--- config.mk ---
export PLATFORM = sky130hd
export DESIGN_NAME = segment_pattern_decoder
export DESIGN_NICKNAME = d
export VERILOG_FILES = /design/src/rtl/segment_pattern_decoder.sv
export SDC_FILE = /design/constraint.sdc
export NUM_CORES = 1
export LEC_CHECK = 0
export ABC_AREA = 1
export BUFFER_PORTS_ARGS = -buffer_cell sky130_fd_sc_hd__buf_2
export CAP_MARGIN = 20
export CORE_ASPECT_RATIO = 1.25
export CORE_MARGIN = 5
export CORE_UTILIZATION = 33
export CTS_BUF_LIST = sky130_fd_sc_hd__clkbuf_16
export DETAILED_ROUTE_END_ITERATION = 10
export PLACE_DENSITY = 0.57
export SKIP_CTS_REPAIR_TIMING = 1
export SYNTH_ARGS = -nofsm -noshare
export SYNTH_HDL_FRONTEND = slang
export SYNTH_SLANG_ARGS = --single-unit
--- constraint.sdc ---
create_clock -name clk -period 4.1 [get_ports clk]
set_input_delay 0.82 -clock clk [delete_from_list [all_inputs] [get_ports clk]]
set_output_delay 0.82 -clock clk [all_outputs]
set_load 0.01 [all_outputs]
--- src/rtl/segment_pattern_decoder.sv ---
// Receive-side decoder for a multiplexed active-low 7-segment bus: filters each
// digit's pattern for stability, decodes it to BCD, and reports digit changes as events.
module segment_pattern_decoder #(
    parameter int unsigned NUM_DIGITS    = 4,
    parameter int unsigned STABLE_CYCLES = 4,
    parameter int unsigned IDX_W         = 2
) (
    input  logic                    clk,
    input  logic                    rst,
    input  logic [6:0]              segment,
    input  logic [NUM_DIGITS-1:0]   digit_en,
    output logic [4*NUM_DIGITS-1:0] digits,
    output logic [NUM_DIGITS-1:0]   digit_valid,
    output logic                    ev_valid,
    input  logic                    ev_ready,
    output logic [IDX_W-1:0]        ev_index,
    output logic [3:0]              ev_value,
    output logic                    ev_overrun,
    input  logic                    ev_overrun_clr,
    output logic                    pattern_err,
    output logic [7:0]              err_count
);

    localparam int unsigned       CNT_W   = $clog2(STABLE_CYCLES + 1);
    localparam logic [CNT_W-1:0]  CNT_MAX = CNT_W'(STABLE_CYCLES);
    localparam logic [CNT_W-1:0]  CNT_ACC = CNT_W'(STABLE_CYCLES - 1);

    logic [6:0]              s_seg_q, h_seg_q;
    logic [NUM_DIGITS-1:0]   s_en_q, h_en_q;
    logic [CNT_W-1:0]        cnt_q, cnt_d;
    logic [4*NUM_DIGITS-1:0] digits_q, digits_d;
    logic [NUM_DIGITS-1:0]   dvalid_q, dvalid_d;
    logic                    ev_valid_q, ev_valid_d;
    logic [IDX_W-1:0]        ev_index_q, ev_index_d;
    logic [3:0]              ev_value_q, ev_value_d;
    logic                    ovr_q, ovr_d;
    logic                    perr_q, perr_d;
    logic [7:0]              errc_q, errc_d;

    logic                    same, onehot, accept, change;
    logic [4:0]              dec;
    logic [IDX_W-1:0]        idx;

    // Returns {invalid, value}; blank decodes to value F.
    function automatic logic [4:0] decode(input logic [6:0] p);
        case (p)
            7'b0000001: return 5'h00;
            7'b1001111: return 5'h01;
            7'b0010010: return 5'h02;
            7'b0000110: return 5'h03;
            7'b1001100: return 5'h04;
            7'b0100100: return 5'h05;
            7'b0100000: return 5'h06;
            7'b0001111: return 5'h07;
            7'b0000000: return 5'h08;
            7'b0000100: return 5'h09;
            7'b1111111: return 5'h0F;
            default:    return 5'h10;
        endcase
    endfunction

    always_comb begin
        same   = ({s_seg_q, s_en_q} == {h_seg_q, h_en_q});
        onehot = (s_en_q != '0) && ((s_en_q & (s_en_q - NUM_DIGITS'(1))) == '0);
        accept = same && onehot && (cnt_q == CNT_ACC);
        dec    = decode(s_seg_q);

        cnt_d = cnt_q;
        if (!onehot)
            cnt_d = '0;
        else if (!same)
            cnt_d = CNT_W'(1);
        else if (cnt_q != CNT_MAX)
            cnt_d = cnt_q + CNT_W'(1);

        digits_d = digits_q;
        dvalid_d = dvalid_q;
        change   = 1'b0;
        idx      = '0;
        for (int unsigned i = 0; i < NUM_DIGITS; i++) begin
            if (s_en_q[i]) idx = IDX_W'(i);
            if (accept && s_en_q[i] && !dec[4]) begin
                digits_d[4*i +: 4] = dec[3:0];
                dvalid_d[i]        = (dec[3:0] != 4'hF);
                change             = (digits_q[4*i +: 4] != dec[3:0]);
            end
        end

        perr_d = accept && dec[4];
        errc_d = errc_q;
        if (perr_d && errc_q != 8'hFF)
            errc_d = errc_q + 8'd1;

        // Single holding register: a transfer on the same edge frees the slot for the new event.
        ev_valid_d = ev_valid_q;
        ev_index_d = ev_index_q;
        ev_value_d = ev_value_q;
        ovr_d      = ovr_q;
        if (ev_overrun_clr)
            ovr_d = 1'b0;
        if (change) begin
            if (!ev_valid_q || ev_ready) begin
                ev_valid_d = 1'b1;
                ev_index_d = idx;
                ev_value_d = dec[3:0];
            end else begin
                ovr_d = 1'b1;
            end
        end else if (ev_ready) begin
            ev_valid_d = 1'b0;
        end
    end

    always_ff @(posedge clk or negedge rst) begin
        if (!rst) begin
            s_seg_q    <= '0;
            s_en_q     <= '0;
            h_seg_q    <= '0;
            h_en_q     <= '0;
            cnt_q      <= '0;
            digits_q   <= '1;
            dvalid_q   <= '0;
            ev_valid_q <= 1'b0;
            ev_index_q <= '0;
            ev_value_q <= '0;
            ovr_q      <= 1'b0;
            perr_q     <= 1'b0;
            errc_q     <= '0;
        end else begin
            s_seg_q <= segment;
            s_en_q  <= digit_en;
            if (!same) begin
                h_seg_q <= s_seg_q;
                h_en_q  <= s_en_q;
            end
            cnt_q      <= cnt_d;
            digits_q   <= digits_d;
            dvalid_q   <= dvalid_d;
            ev_valid_q <= ev_valid_d;
            ev_index_q <= ev_index_d;
            ev_value_q <= ev_value_d;
            ovr_q      <= ovr_d;
            perr_q     <= perr_d;
            errc_q     <= errc_d;
        end
    end

    assign digits      = digits_q;
    assign digit_valid = dvalid_q;
    assign ev_valid    = ev_valid_q;
    assign ev_index    = ev_index_q;
    assign ev_value    = ev_value_q;
    assign ev_overrun  = ovr_q;
    assign pattern_err = perr_q;
    assign err_count   = errc_q;

endmodule

==> impl_metrics.yaml, run 1 <==
logic_synthesis:
  synthTopCellsByArea: "dfrtp_1 38%, dfstp_2 14%, nand2_1 10%"
  synth.distinct_cells: 29
  synth_top_area_share_pct: 38.5
  synth_ff_type: "dfrtp_1"
  synth_nets: 357
  ys_ff_latch: 62
  synth-edff-count: 0
  synthArstFlopShare_pct: 100
  synthCells: 338
  yosysMostFrequentCell: "nand2_1"
  ys_seq_area_share_pct: 52.5
  yosysWarnings: 0
  yosysTopAreaCell: "dfrtp_1"
  yosys-top-cells-count: "82 x nand2_1, 46 x dfrtp_1, 36 x nor2_1"
  syn_area_per_cell_um2: 8.85
  synthesis.area_um2: 2990
worst_setup_path:
  endpoint_kind: "register"
  cpMostUsedCell: "nand2_1"
  regToRegEndpoint: "ev_value[1]"
  rrSetupSlack_ns: 1.69
  critPathMaxFanout: 11
  crit_family: "simple AND/OR/NAND/NOR gates"
  max_stage_delay_ns: 0.48
  path_class: "register to register"
  cp_data_required_time_ns: 4.31
  path_buf_inv: 1
  cp-start-kind: "register"
  slowest_stage: "nor2_1"
  r2r.worst_path.cells: 16
  crit_arrival_ns: 2.62
  crit_path_cell_trace: "nor2_1 -> nand2_2 -> inv_2 -> nand3_2 -> nand2_1 -> nor2_1 -> nand2_1 -> nor2_2 -> nor2_1 -> nand2_1 -> nand2_1 -> nand2_2 -> nand3_4 -> nand2_4 -> nand2_1 -> nand2_1"
  reg2reg_from: "s_seg_q[4]"
detailed_routing:
  firstDrtPassIters: 4
  antenna_left: 0
  route.detailed.drc: 0
  drt_iter0_markers: 79
  wirelength_um: 6410
  via_count: 2271
  wl_per_cell_um: 12.5
  viasPerCell: 4.42
floorplan:
  dieArea_um2: 11100
  ioPinCount: 52
  die_h_um: 116
  rows: 38
  start_util_pct: 34.0
  die_w_um: 95.2
  coreArea_um2: 8800
finish:
  fin_nets: 408
  layout-drive-gt1-share_pct: 30.7
  regArea_um2: 1570
  multi_input_area_um2: 1230
  fin_cells: 514
  nFillCells: 882
  area_growth_pct: 22.5
  finish.utilization_pct: 41.7
  antenna_cells: 0
min_path:
  hold_end: "h_en_q[3]"
  hold_start: "s_en_q[3]"
  hold_path.class: "register to register"
  whs_path_depth: 0
clocking:
  ctsLongestPathBuffers: 2
  cts.clk_slew.worst_paths_ns: 0.05
  clock_sink_count: 62
  ctsHtreeMaxLevel: 3
  root_buffer: "clkbuf_16"
  insertion_delay_ns: 0.32
  cts_made_buffers: 9
  cts_tree: "yes"
flow_run:
  drv_cap: 0
power_and_ir_drop:
  p_leak_nw: 1.82
  power_w: 0.00143
  irDropWorstVdd_uv: 285
  p_per_area_nw_per_um2: 391
timing:
  fin_skew_ns: 0.00575
  post-route-period-util_pct: 58.7
  rsz0062_at_grt: "false"
  hold_violations: 0
  fmax_mhz: 415
  slew_violations: 0
  relSlewSlack_pct: 59.9
  layout_min_cycle_time_ns: 2.41
  fin_tns_setup_ns: 0
  setup_viol: 0
  tightest_slew_ns: 0.599
global_route:
  grt_pass1_wl_um: 10900
  global_route.overflow_total: 0
  first_global_vias: 2339
  antenna_found_initial: 0
  grt_max_degree: 51
  grt_usage_pct: 12.9
placement:
  place_inst: 497
  portBuffers: 51
  gp_congestion: 0.787
  post-dp-hpwl_um: 4830
run_status:
  status: "completed"
==> sequential cells by signal, indices dropped and copies added (netlist names) <==
signal	cells
ev_valid	1
ev_index	2
ev_overrun	1
s_seg_q	7
pattern_err	1
h_en_q	4
cnt_q	3
s_en_q	4
ev_value	4
digits	16
h_seg_q	7
digit_valid	4
err_count	8
==> worst reg2reg max path: stages, from the launching register on <==
cell and delay (ns):
dfrtp_1 0.44, nor2_1 0.19, nand2_2 0.11, inv_2 0.07, nand3_2 0.11, nand2_1 0.10, nor2_1 0.04, nand2_1 0.07
nor2_2 0.07, nor2_1 0.48, nand2_1 0.12, nand2_1 0.10, nand2_2 0.08, nand3_4 0.11, nand2_4 0.09, nand2_1 0.07
nand2_1 0.04
==> kinds of logic (layout without fill, tap and decap cells) <==
family | after synthesis | count (layout) | share of synthesized area [%]
flip-flops | 62 | 62 | 52.5
XOR/XNOR | 28 | 28 | 8.20
multiplexers | 1 | 1 | 0.376
buffers and inverters | 50 | 106 | 6.31
adder cells (fa/ha/maj) | 4 | 4 | 1.67
AND/OR/NAND/NOR | 166 | 166 | 26.0
AO/OA/AOI/OAI | 27 | 27 | 4.89
==> placed cells by master (no fill, tap or decap), types with 4 or more instances in the layout <==
| cell | synthesis | layout |
|---|---|---|
| xnor2_1 | 18 | 18 |
| o21ai_0 | 20 | 20 |
| nand4_1 | 6 | 6 |
| nand2_1 | 82 | 82 |
| ha_1 | 4 | 4 |
| nand3_2 | 4 | 4 |
| nor2_1 | 36 | 36 |
| nand2_2 | 7 | 7 |
| clkbuf_16 | 0 | 9 |
| nor3_1 | 4 | 4 |
| nand3_1 | 15 | 15 |
| clkinv_2 | 0 | 4 |
| nor2_2 | 4 | 4 |
| dfstp_2 | 16 | 16 |
| a21oi_1 | 4 | 4 |
| xor2_1 | 10 | 10 |
| inv_1 | 25 | 25 |
| buf_2 | 1 | 51 |
| inv_2 | 12 | 12 |
| dfrtp_1 | 46 | 46 |
==> metal layers <==
layer	global-route usage (%)	up-vias	part of all wire (%)
met1	15.4	1054	43
met3	3.22	11	5.9
met5	0	-	0
met4	7.51	0	2.9
met2	21.0	49	48
li1	-	1157	-
==> worst max path at each step <==
stage | start | end | slack [ns] | cells past startpoint
floorplan | s_seg_q[0] | ev_value[3] | 2.18 | 14
finish | s_seg_q[4] | ev_value[1] | 1.69 | 16
detailed placement | s_seg_q[4] | ev_value[2] | 1.70 | 16
CTS | s_seg_q[4] | ev_value[2] | 1.68 | 16
global placement | s_seg_q[4] | ev_value[3] | 1.79 | 16
global route | s_seg_q[4] | ev_index[1] | 1.30 | 16
==> through the flow <==
step	worst slack (ns)	area (um^2)	hold slack, ns
6_report	1.69	3660	0.454
5_1_grt	1.30	3660	0.461
4_1_cts	1.68	3640	0.450
3_5_place_dp	1.70	3350	0.425
3_3_place_gp	1.79	3350	0.439
2_1_floorplan	2.18	2990	0.490
==> power breakdown <==
part / switching, W / internal (W) / total (W)
clock network: 0.000263 / 0.000465 / 0.000728
logic: 0.0000410 / 0.0000258 / 0.0000668
registers: 0.0000118 / 0.000625 / 0.000637
==> cell type report <==
| type | count | area share (%) |
|---|---|---|
| sequential | 62 | 42.9 |
| multi-input combinational | 226 | 33.6 |
| timing repair buffer | 53 | 7.72 |
| clock buffer | 9 | 6.15 |
| tap | 120 | 4.10 |
| inverter | 37 | 3.79 |
| clock inverter | 7 | 1.78 |
Note: power is estimated with default switching activity, not from simulation.
==> run 2: changes to the inputs <==
- PLACE_DENSITY: 0.57 -> 0.59
- clock period: 4.1 -> 2.1 ns (I/O delays scaled with it)
==> run 2 against run 1 <==
Effect of this change:
- the flow now finishes with violations (negative setup slack)
- die area stayed put
- flip-flop and latch count unchanged
- clock power increased by 130%
- first-iteration DRC count fell by 11%
- sequential power up 96%
- clock skew decreased by 0.0016 ns
- global-route usage up 0.71 points
- fmax increased by 11%
- routed wire length grew 12%
- sequential share of layout area down 4.5 points
- critical path depth is 1 higher
- critical endpoint is now ev_value[0]
==> impl_metrics.yaml, run 2 (synthesized netlist as in run 1, its figures left out) <==
detailed_routing:
  via_count: 2411
  route.detailed.drc: 0
  antenna_left: 0
  firstDrtPassIters: 4
  wirelength_um: 7170
  viasPerCell: 4.46
  wl_per_cell_um: 13.2
  drt_iter0_markers: 70
timing:
  rsz0062_at_grt: "true"
  tightest_slew_ns: 0.586
  setup_viol: 8
  hold_slack_ns: 0.0964
  fin_ws_ns: -0.0661
  relSlewSlack_pct: 60.9
  fmax_mhz: 462
  fin_skew_ns: 0.00417
  post-route-period-util_pct: 103
  layout_min_cycle_time_ns: 2.17
  slew_violations: 0
  hold_violations: 0
placement:
  place_inst: 514
  dpl_cell_area_um2: 3490
  post-dp-hpwl_um: 5190
  gp_congestion: 0.810
  portBuffers: 51
global_route:
  gr-usage-met2_pct: 22.1
  first_global_vias: 2385
  antenna_found_initial: 0
  global_route.overflow_total: 0
  global_route.usage.met3_pct: 3.80
  busiest_layer: "met2"
  met1_usage_pct: 16.3
  grt_usage_pct: 13.6
  grt_pass1_wl_um: 11400
  grt_max_degree: 31
clocking:
  root_buffer: "clkbuf_16"
  clock_sink_count: 62
  cts.clk_slew.worst_paths_ns: 0.05
  insertion_delay_ns: 0.33
  ctsHtreeMaxLevel: 3
  ctsLongestPathBuffers: 2
  cts_tree: "yes"
  cts_made_buffers: 9
finish:
  final_area_um2: 4120
  fin_nets: 435
  antenna_cells: 0
  final_cell_mix: "69 x nand2_1, 51 x buf_2, 39 x dfrtp_1"
  largest_reg_flops: 16
  finish.utilization_pct: 46.9
  area_growth_pct: 37.8
  fin_cells: 541
  layout-drive-gt1-share_pct: 44.4
  layout_commonest_cell: "nand2_1"
floorplan:
  die_h_um: 116
  ioPinCount: 52
  start_util_pct: 34.0
  coreArea_um2: 8800
  die_w_um: 95.2
  dieArea_um2: 11100
  rows: 38
worst_setup_path:
  cp_data_required_time_ns: 2.31
  max_stage_delay_ns: 0.46
  crit_arrival_ns: 2.38
  rrSetupSlack_ns: -0.07
  cpMostUsedCell: "nand2_2"
  cp-start-kind: "register"
  path_class: "register to register"
  endpoint_kind: "register"
  critPathMaxFanout: 8
  crit_path_cell_trace: "nand2_2 -> inv_2 -> nand2_2 -> or2_4 -> nand2_2 -> nor2_2 -> nand2_2 -> nor2_4 -> inv_2 -> nand3_4 -> inv_2 -> nand2_2 -> nand2_2 -> nand3_4 -> nand2_4 -> nand2_1 -> nand2_1"
  slowest_stage: "dfrtp_2"
power_and_ir_drop:
  power_w: 0.00306
  p_per_area_nw_per_um2: 742
  p_leak_nw: 2.01
  irDropWorstVdd_uv: 445
min_path:
  hold_path.class: "input pin to async pin"
flow_run:
  drv_cap: 0
run_status:
  violations: "negative setup slack"
  status: "finished with violations"
==> run 2: layout make-up <==
cell class / instances / area [um^2]
fillers: 844 / 4670
flip-flops and latches: 62 / 1580
multi-input cells: 226 / 1420
repair buffers: 80 / 504
clock buffers: 9 / 225
well taps: 120 / 150
inverters: 37 / 141
clock inverters: 7 / 105
==> run 2: path summary, 6_finish.rpt <==
kind                            start          end  cells after the start
min in group clk           segment[5]   s_seg_q[5]                      1
min                               rst   s_seg_q[6]                      1
max in group asynchronous         rst    digits[7]                      2
max                        s_seg_q[3]  ev_value[0]                     17
min reg2reg                 s_en_q[2]    h_en_q[2]                      0
max reg2reg                s_seg_q[3]  ev_value[0]                     17
==> run 2: worst max-delay path: cells and delay by family, from the launching register on <==
family / cells / cell delay (ns)
buffers and inverters: 3 / 0.21
flip-flops: 1 / 0.46
AND/OR/NAND/NOR: 14 / 1.39
==> run 2: power by group <==
group          switching (W)  internal, W
Clock               0.000503      0.00114
Combinational      0.0000974    0.0000667
Sequential         0.0000260      0.00122
Total               0.000627      0.00243
==> run 2: routing by layer <==
layer / wire, um / up-vias
met2: 3720 / 40
met1: 2970 / 1150
met4: 181 / 0
li1: - / 1209
met3: 298 / 12
met5: 0 / -
==> run 2: per-stage QoR <==
stage          setup slack, ns  TNS (ns)
2_1_floorplan            0.182         0
3_3_place_gp           0.00356         0
3_5_place_dp           -0.0573    -0.343
4_1_cts                -0.0813    -0.522
5_1_grt                 -0.194     -2.16
6_report               -0.0661    -0.334
